`src/rtl/lcd_write_engine.sv`:
```
// lcd_write_engine: turns START rising edges of the CPU LCD register into timed HD44780 write cycles.
// Define LCD_INIT_EN to run the power-up delay and the init command sequence after reset.
module lcd_write_engine #(
    parameter int SETUP_CYC = 4,
    parameter int EN_CYC    = 25,
    parameter int HOLD_CYC  = 2,
    parameter int EXEC_CYC  = 2000,
    parameter int LONG_CYC  = 82000,
    parameter int PWRUP_CYC = 750000,
    parameter int CNT_W     = 20
) (
    input  logic        i_clk,
    input  logic        i_rst_n,
    input  logic [31:0] i_lcd_reg,
    output logic        o_busy,
    output logic        o_lcd_on,
    output logic        o_lcd_en,
    output logic        o_lcd_rs,
    output logic        o_lcd_rw,
    output logic [7:0]  o_lcd_data
);
`ifdef LCD_INIT_EN
    localparam bit INIT_EN = 1'b1;
`else
    localparam bit INIT_EN = 1'b0;
`endif
    localparam logic [CNT_W-1:0] SETUP_LD = CNT_W'(SETUP_CYC - 1);
    localparam logic [CNT_W-1:0] EN_LD    = CNT_W'(EN_CYC - 1);
    localparam logic [CNT_W-1:0] HOLD_LD  = CNT_W'(HOLD_CYC - 1);
    localparam logic [CNT_W-1:0] EXEC_LD  = CNT_W'(EXEC_CYC - 1);
    localparam logic [CNT_W-1:0] LONG_LD  = CNT_W'(LONG_CYC - 1);
    localparam logic [CNT_W-1:0] PWRUP_LD = CNT_W'(PWRUP_CYC - 1);

    typedef enum logic [2:0] {IDLE, SETUP, PULSE, HOLD, EXEC, INIT_WAIT} state_t;

    state_t           state;
    logic [CNT_W-1:0] cnt;
    logic             start_q;
    logic             in_init;
    logic [2:0]       init_idx;
    logic             req;
    logic             long_cmd;
    logic             last_cmd;
    logic [7:0]       next_cmd;

    assign o_lcd_rw = 1'b0;
    assign req      = i_lcd_reg[10] && !start_q && i_lcd_reg[31];
    // Clear (0x01) and return home (0x02/0x03) need the long execution wait
    assign long_cmd = !o_lcd_rs && (o_lcd_data[7:1] == 7'b0000001 || o_lcd_data == 8'h01);
    assign last_cmd = init_idx == 3'd5;
    assign next_cmd = init_idx == 3'd0 ? 8'h38 :
                      init_idx == 3'd1 ? 8'h38 :
                      init_idx == 3'd2 ? 8'h0C :
                      init_idx == 3'd3 ? 8'h01 : 8'h06;

    always_ff @(posedge i_clk or negedge i_rst_n) begin
        if (!i_rst_n) begin
            state      <= INIT_EN ? INIT_WAIT : IDLE;
            cnt        <= INIT_EN ? PWRUP_LD : '0;
            o_busy     <= INIT_EN;
            in_init    <= INIT_EN;
            init_idx   <= '0;
            start_q    <= 1'b0;
            o_lcd_on   <= 1'b0;
            o_lcd_en   <= 1'b0;
            o_lcd_rs   <= 1'b0;
            o_lcd_data <= '0;
        end else begin
            start_q  <= i_lcd_reg[10];
            o_lcd_on <= i_lcd_reg[31];
            if (state != IDLE && !in_init && !i_lcd_reg[31]) begin
                state    <= IDLE;
                cnt      <= '0;
                o_lcd_en <= 1'b0;
                o_busy   <= 1'b0;
            end else if (state == IDLE) begin
                if (req) begin
                    state      <= SETUP;
                    cnt        <= SETUP_LD;
                    o_busy     <= 1'b1;
                    o_lcd_rs   <= i_lcd_reg[9];
                    o_lcd_data <= i_lcd_reg[7:0];
                end
            end else if (cnt != '0) begin
                cnt <= cnt - CNT_W'(1);
            end else begin
                case (state)
                    INIT_WAIT, EXEC: begin
                        if (in_init && !last_cmd) begin
                            state      <= SETUP;
                            cnt        <= SETUP_LD;
                            o_lcd_rs   <= 1'b0;
                            o_lcd_data <= next_cmd;
                            init_idx   <= init_idx + 3'd1;
                        end else begin
                            state   <= IDLE;
                            o_busy  <= 1'b0;
                            in_init <= 1'b0;
                        end
                    end
                    SETUP: begin
                        state    <= PULSE;
                        cnt      <= EN_LD;
                        o_lcd_en <= 1'b1;
                    end
                    PULSE: begin
                        state    <= HOLD;
                        cnt      <= HOLD_LD;
                        o_lcd_en <= 1'b0;
                    end
                    HOLD: begin
                        state <= EXEC;
                        cnt   <= long_cmd ? LONG_LD : EXEC_LD;
                    end
                    default: state <= IDLE;
                endcase
            end
        end
    end
endmodule
```
`config.mk`:
```
export PLATFORM = sky130hd
export DESIGN_NAME = lcd_write_engine
export DESIGN_NICKNAME = d
export VERILOG_FILES = /design/src/rtl/lcd_write_engine.sv
export SDC_FILE = /design/constraint.sdc
export NUM_CORES = 1
export LEC_CHECK = 0
export CAP_MARGIN = 10
export CORE_MARGIN = 4
export CORE_UTILIZATION = 51
export CTS_CLUSTER_DIAMETER = 100
export DETAILED_ROUTE_END_ITERATION = 16
export PLACE_DENSITY = 0.89
export SKIP_LAST_GASP = 1
export SLEW_MARGIN = 20
export SYNTH_ARGS = -nofsm -noshare
export SYNTH_HDL_FRONTEND = slang
export SYNTH_SLANG_ARGS = --single-unit
```
`constraint.sdc`:
```
create_clock -name i_clk -period 2.9 [get_ports i_clk]
set_input_delay 0.435 -clock i_clk [delete_from_list [all_inputs] [get_ports i_clk]]
set_output_delay 0.435 -clock i_clk [all_outputs]
set_load 0.05 [all_outputs]
```
### Yosys cells after proc, flatten, opt, wreduce, memory -nomap -nowiden

Index checks and enable logic that the tools add are counted.

| word-level totals | value |
|---|---|
| bits in latches | 0 |
| register bits | 36 |
| memory bits (read-only) | 0 |
| RAM bits | 0 |
| memories kept | 0 |
| bits of input ports | 34 |
| output and inout port bits | 13 |
| logic and storage cells | 69 |

| operators by class | value |
|---|---|
| divide/modulo/power cells | 0 |
| $add $sub $neg | 1 |
| reduce and logical (&&, ||, !) cells | 21 |
| equal/unequal tests | 14 |
| muxes and demuxes | 24 |
| multiply operators | 0 |
| $lt $le $gt $ge | 0 |
| shift-type cells | 0 |
| bitwise gates (word level) | 1 |

Operator list:

| cell | number |
|---|---|
| 20-bit two-way mux | 4 |
| 20-bit one-hot mux with 3 select lines | 1 |
| 20-bit nonzero test | 1 |
| 20-bit by 1-bit subtractor with 20-bit output (second input constant) | 1 |
| 17-bit two-way mux | 1 |
| 8-bit two-way mux | 2 |
| 3-bit two-way mux | 4 |
| 1-bit two-way mux | 10 |
| 3-bit one-hot mux with 3 select lines | 1 |
| 3-bit AND reduction | 3 |
| 3-bit nonzero test | 3 |
| 8-bit by 1-bit == test with 1-bit output (second input constant) | 1 |
| 2-bit inequality test (second input constant) | 4 |
| 7-bit by 1-bit == test with 1-bit output (second input constant) | 1 |
| 7-bit nonzero test | 1 |
| 3-bit by 2-bit == test with 1-bit output (second input constant) | 2 |
| 3-bit == test (second input constant) | 2 |
| 3-bit inequality test (second input constant) | 2 |
| 5-bit AND reduction | 1 |
| 1-bit logical AND | 4 |
| 4-bit inequality test (second input constant) | 1 |
| 3-bit by 1-bit == test with 1-bit output (second input constant) | 1 |
| 1-bit zero test | 3 |
| 3-bit zero test | 1 |
| 6 further kinds | 6 |

### Longest topological paths before layout

| depth | value |
|---|---|
| word-level depth | 8 |
| mapped depth | 9 |
| mapped depth without buffers | 7 |

### Worst setup path after synthesis

Ideal clock, no wire load.

| timing | value |
|---|---|
| path type | register -> register |
| from | register cnt[0] |
| to | register cnt[18] |
| setup time | 0.083 ns |
| setup slack | 0.791 ns |
| buffers on the path | 0 |
| arrival time | 2.026 ns |
| data required time | 2.817 ns |
| cell stages (with the launch flop) | 8 |
| clock period less this slack | 2.109 ns |
| cells stage by stage | dfrtp_1 -> inv_1 -> ha_1 -> nor3b_4 -> nand3_2 -> or4_4 -> or4_1 -> a22oi_2 |

| on the way | value |
|---|---|
| cells in the longest elaborated chain, start to end | 4 |
| elaborated cells between the ends (all ways) | 8 |
| those cells by class | 1 x add/sub; 1 x eq/ne; 3 x mux; 3 x reduce/logical |

Ends and longest elaborated chain:

| what | RTL line | text |
|---|---|---|
| from (decl) | 37 | `logic [CNT_W-1:0] cnt;` |
| from (signal assigned) | 59 | `cnt <= INIT_EN ? PWRUP_LD : '0;` |
| from (signal assigned) | 85 | `cnt <= cnt - CNT_W'(1);` |
| from (signal assigned) | 113 | `cnt <= long_cmd ? LONG_LD : EXEC_LD;` |
| 20-bit by 1-bit subtractor with 20-bit output / 20-bit nonzero test (equally long branches) | 85, 84 |  |
| 20-bit two-way mux | 84 | `end else if (cnt != '0) begin` |
| 20-bit two-way mux | 76 | `end else if (state == IDLE) begin` |
| 20-bit two-way mux | 71 | `if (state != IDLE && !in_init && !i_lcd_reg[31]) begin` |

Several ways; a longest one is shown, not always the timed one.
A chain may end at the register's enable or synchronous reset.

### Worst setup path in the final report

| timing | value |
|---|---|
| from | register cnt[0] |
| to | register cnt[3] |

The elaborated chain is that of the path after synthesis.

==> results.txt <==
----------------------------------------------------
[Critical path]
  Maximum net fanout on the critical path ... 23
  Kind of end point of the critical path ... flip-flop
  Cell chain of the critical path ... inv_1 -> ha_1 -> nor4b_2 -> nand3_2 -> o31ai_4 -> buf_4 -> a21oi_1 -> o22a_1
  Critical path's slowest cell ... o31ai_4
  Required time of the critical path ... 3.08 ns
  Data arrival time of the critical path ... 2.67 ns
  WS Path Type ... flip-flop to flip-flop
  Critical Path Start Type ... flip-flop
  Max incr delay on CP ... 0.79 ns

[Clocking]
  Number of clock sinks ... 36
  Root buf cell ... clkbuf_8
  Number of buffers created by CTS ... 5
  Post-cts repair resize count ... 0
  Clock tree from TritonCTS ... yes
  Clock tree buffer depth ... 2
  Total setup buffers inserted after CTS ... 0
  # hold bufs at CTS ... 0
  Maximum level of the CTS H-tree ... 2
  Worst-path clk slew ... 0.07 ns
  Clock latency at the later pin of the worst-skew pair ... 0.29 ns

[Global route]
  Final global-route overflow total ... 0
  GRT Resource Usage Total ... 20.7%
  Antenna violations before repair ... 0
  Largest net degree at the start of global routing ... 37
  Via count of the first global-routing pass ... 1869
  First-pass GRT wire length ... 8570 um

[Synthesis]
  Dominant cell by count in the synthesized netlist ... dfrtp_1
  Yosys reg bits ... 36
  Sequential share of the synthesized area ... 42.1%
  Async SR Flop Fraction ... 100%
  Leading area contributor after synthesis ... dfrtp_1
  Synthesized netlist net count ... 254
  Syn. warnings ... 0
  Synth top cells by count ... dfrtp_1 (36), nand2_1 (17), nor2_1 (11), o31ai_1 (11), mux2_2 (9)
  Fraction of post-synthesis cell area in the top cell type by area ... 42.1%
  Cell Area, Synth ... 2140 um^2
  Main flop type after synthesis ... dfrtp_1
  Top area cells in the synthesized netlist ... dfrtp_1 (42%), mux2_2 (4.7%), o31ai_1 (3.9%)
  Count of mapped cells out of synthesis ... 218
  Post-synth EDFFs ... 0
  Count of cell types in the netlist ... 58
  Synthesized area divided by synthesized cell count ... 9.81 um^2

[Placed design]
  HPWL after DPL ... 3510 um
  Routability cong. ... 0.834
  Buffers on Ports ... 24

[STA]
  Slew Viols, Final ... 0
  Min Clock Period, post-route ... 2.49 ns
  Slew headroom ... 41.1%
  Setup TNS ... 0 ns
  Fmax ... 0.402 GHz
  Final number of hold-violating endpoints ... 0
  Transition time of the tightest slew-check pin ... 0.884 ns
  Maximum clock skew at final layout ... 0.00534 ns
  Setup-failing EPs final ... 0
  RSZ-0062 raised after global routing ... false
  Post-route clock period utilization ... 85.9%

[Route]
  Length of routed met2 wiring ... 2290 um
  Via density per instance ... 6.47
  Routed length on met3 ... 366 um
  Wire length on met1 ... 2070 um
  Average wire per standard cell ... 16.6 um
  Wirelength, routed ... 4900 um
  Highest metal layer used by the detailed router ... met4
  Routed vias ... 1903
  Count of antenna-violating nets left after detailed routing ... 0
  Starting DRC count in detailed routing ... 146
  Number of iterations in the first detailed-routing pass ... 5
  Remaining DRCs ... 0

[Layout]
  Area Overhead vs Synth ... 17.2%
  Nets ... 280
  Fraction of final layout cells with drive strength greater than 1 ... 15.2%
  Antenna cells ... 0

[Die]
  Die extent in y ... 72.8 um
  Overall die area ... 5300 um^2
  Initial core utilization ... 53.1%
  Die Width ... 72.8 um
  # IOs ... 47
  Core area ... 4030 um^2
  Row cnt ... 23

[Outcome]
  Status ... complete, no violations

[Power and ir drop]
  Leakage component of the power ... 0.00103 uW
  Final Total Pwr ... 3140 uW
  Worst VDD drop ... 0.802 mV
  Cell area power density ... 1250 nW/um^2

[Flow run]
  Max-capacitance violation count ... 0

[Worst hold path]
  Min-delay worst type ... flip-flop to flip-flop

----------------------------------------------------
[layer usage]
layer  up-vias  GRT usage [%]
met5         -              0
li1        896              -
met4         0           9.63
met1       905           26.3
met2        82           31.9
met3        20           6.89
[per-stage QoR]
step | hold WS (ns) | utilization [%] | setup slack [ns] | cells | area, um^2
2_1_floorplan | 0.139 | - | 0.791 | 218 | 2140
3_3_place_gp | 0.511 | 60.3 | 0.389 | 287 | 2430
3_5_place_dp | 0.511 | 60.3 | 0.372 | 287 | 2430
4_1_cts | 0.525 | 62.2 | 0.423 | 294 | 2510
5_1_grt | 0.551 | 62.2 | 0.146 | 294 | 2510
6_report | 0.525 | 62.2 | 0.409 | 294 | 2510
[placed cells by master (no fill, tap or decap), types with 9 or more instances in the layout]
cell	count
dfrtp_1	36
clkdlybuf4s50_1	24
nand2_1	17
nor2_1	11
o31ai_1	11
mux2_2	9
[layout make-up]
type / instances / area [um^2]
fillers: 320 / 1520
multi-input cells: 162 / 1140
clock inverters: 1 / 5.00
repair buffers: 31 / 293
inverters: 8 / 30.0
clock buffers: 6 / 72.6
well taps: 50 / 62.6
flip-flops and latches: 36 / 901
[flip-flops by register name, summed over array words and instances (netlist names)]
signal / count
cnt: 20
o_lcd_data: 8
state: 3
o_busy: 1
o_lcd_en: 1
o_lcd_on: 1
o_lcd_rs: 1
start_q: 1
[path summary, 6_finish.rpt]
kind / startpoint / endpoint / slack, ns / cells past startpoint
max in group asynchronous: i_rst_n / cnt[17]$_DFFE_PN0P_ / 2.03 / 2
hold reg to reg: o_lcd_rs$_DFFE_PN0P_ / o_lcd_rs$_DFFE_PN0P_ / 0.52 / 1
min in group asynchronous: i_rst_n / cnt[0]$_DFFE_PN0P_ / 0.55 / 2
setup reg to reg: cnt[0]$_DFFE_PN0P_ / cnt[3]$_DFFE_PN0P_ / 0.41 / 8
setup / recovery: cnt[0]$_DFFE_PN0P_ / cnt[3]$_DFFE_PN0P_ / 0.41 / 8
hold / removal: o_lcd_rs$_DFFE_PN0P_ / o_lcd_rs$_DFFE_PN0P_ / 0.52 / 1
[worst max-delay path: cells and delay by family (launching register included)]
family | cells | cell delay (ns)
compound gates | 3 | 1.01
simple gates | 2 | 0.46
flops | 1 | 0.42
buf+inv | 2 | 0.36
fa+ha+maj | 1 | 0.14
[cell families (layout without fill, tap and decap cells)]
kind of cell | count (synthesis) | count (layout) | synth area share, %
compound gates | 70 | 70 | 23.6
fa+ha+maj | 2 | 2 | 1.17
simple gates | 80 | 80 | 23.7
buf+inv | 20 | 46 | 4.44
mux | 9 | 9 | 4.74
other cells | 1 | 1 | 0.175
flops | 36 | 36 | 42.1
[report_power, final]
part,switching [uW],leakage (uW),total [uW],internal [uW]
clock network,167,0.0000410,330,163
registers,232,0.000466,923,691
logic,1200,0.000525,1880,685
total,1600,0.00103,3140,1540
No activity file was read; power rests on OpenSTA's default activity.
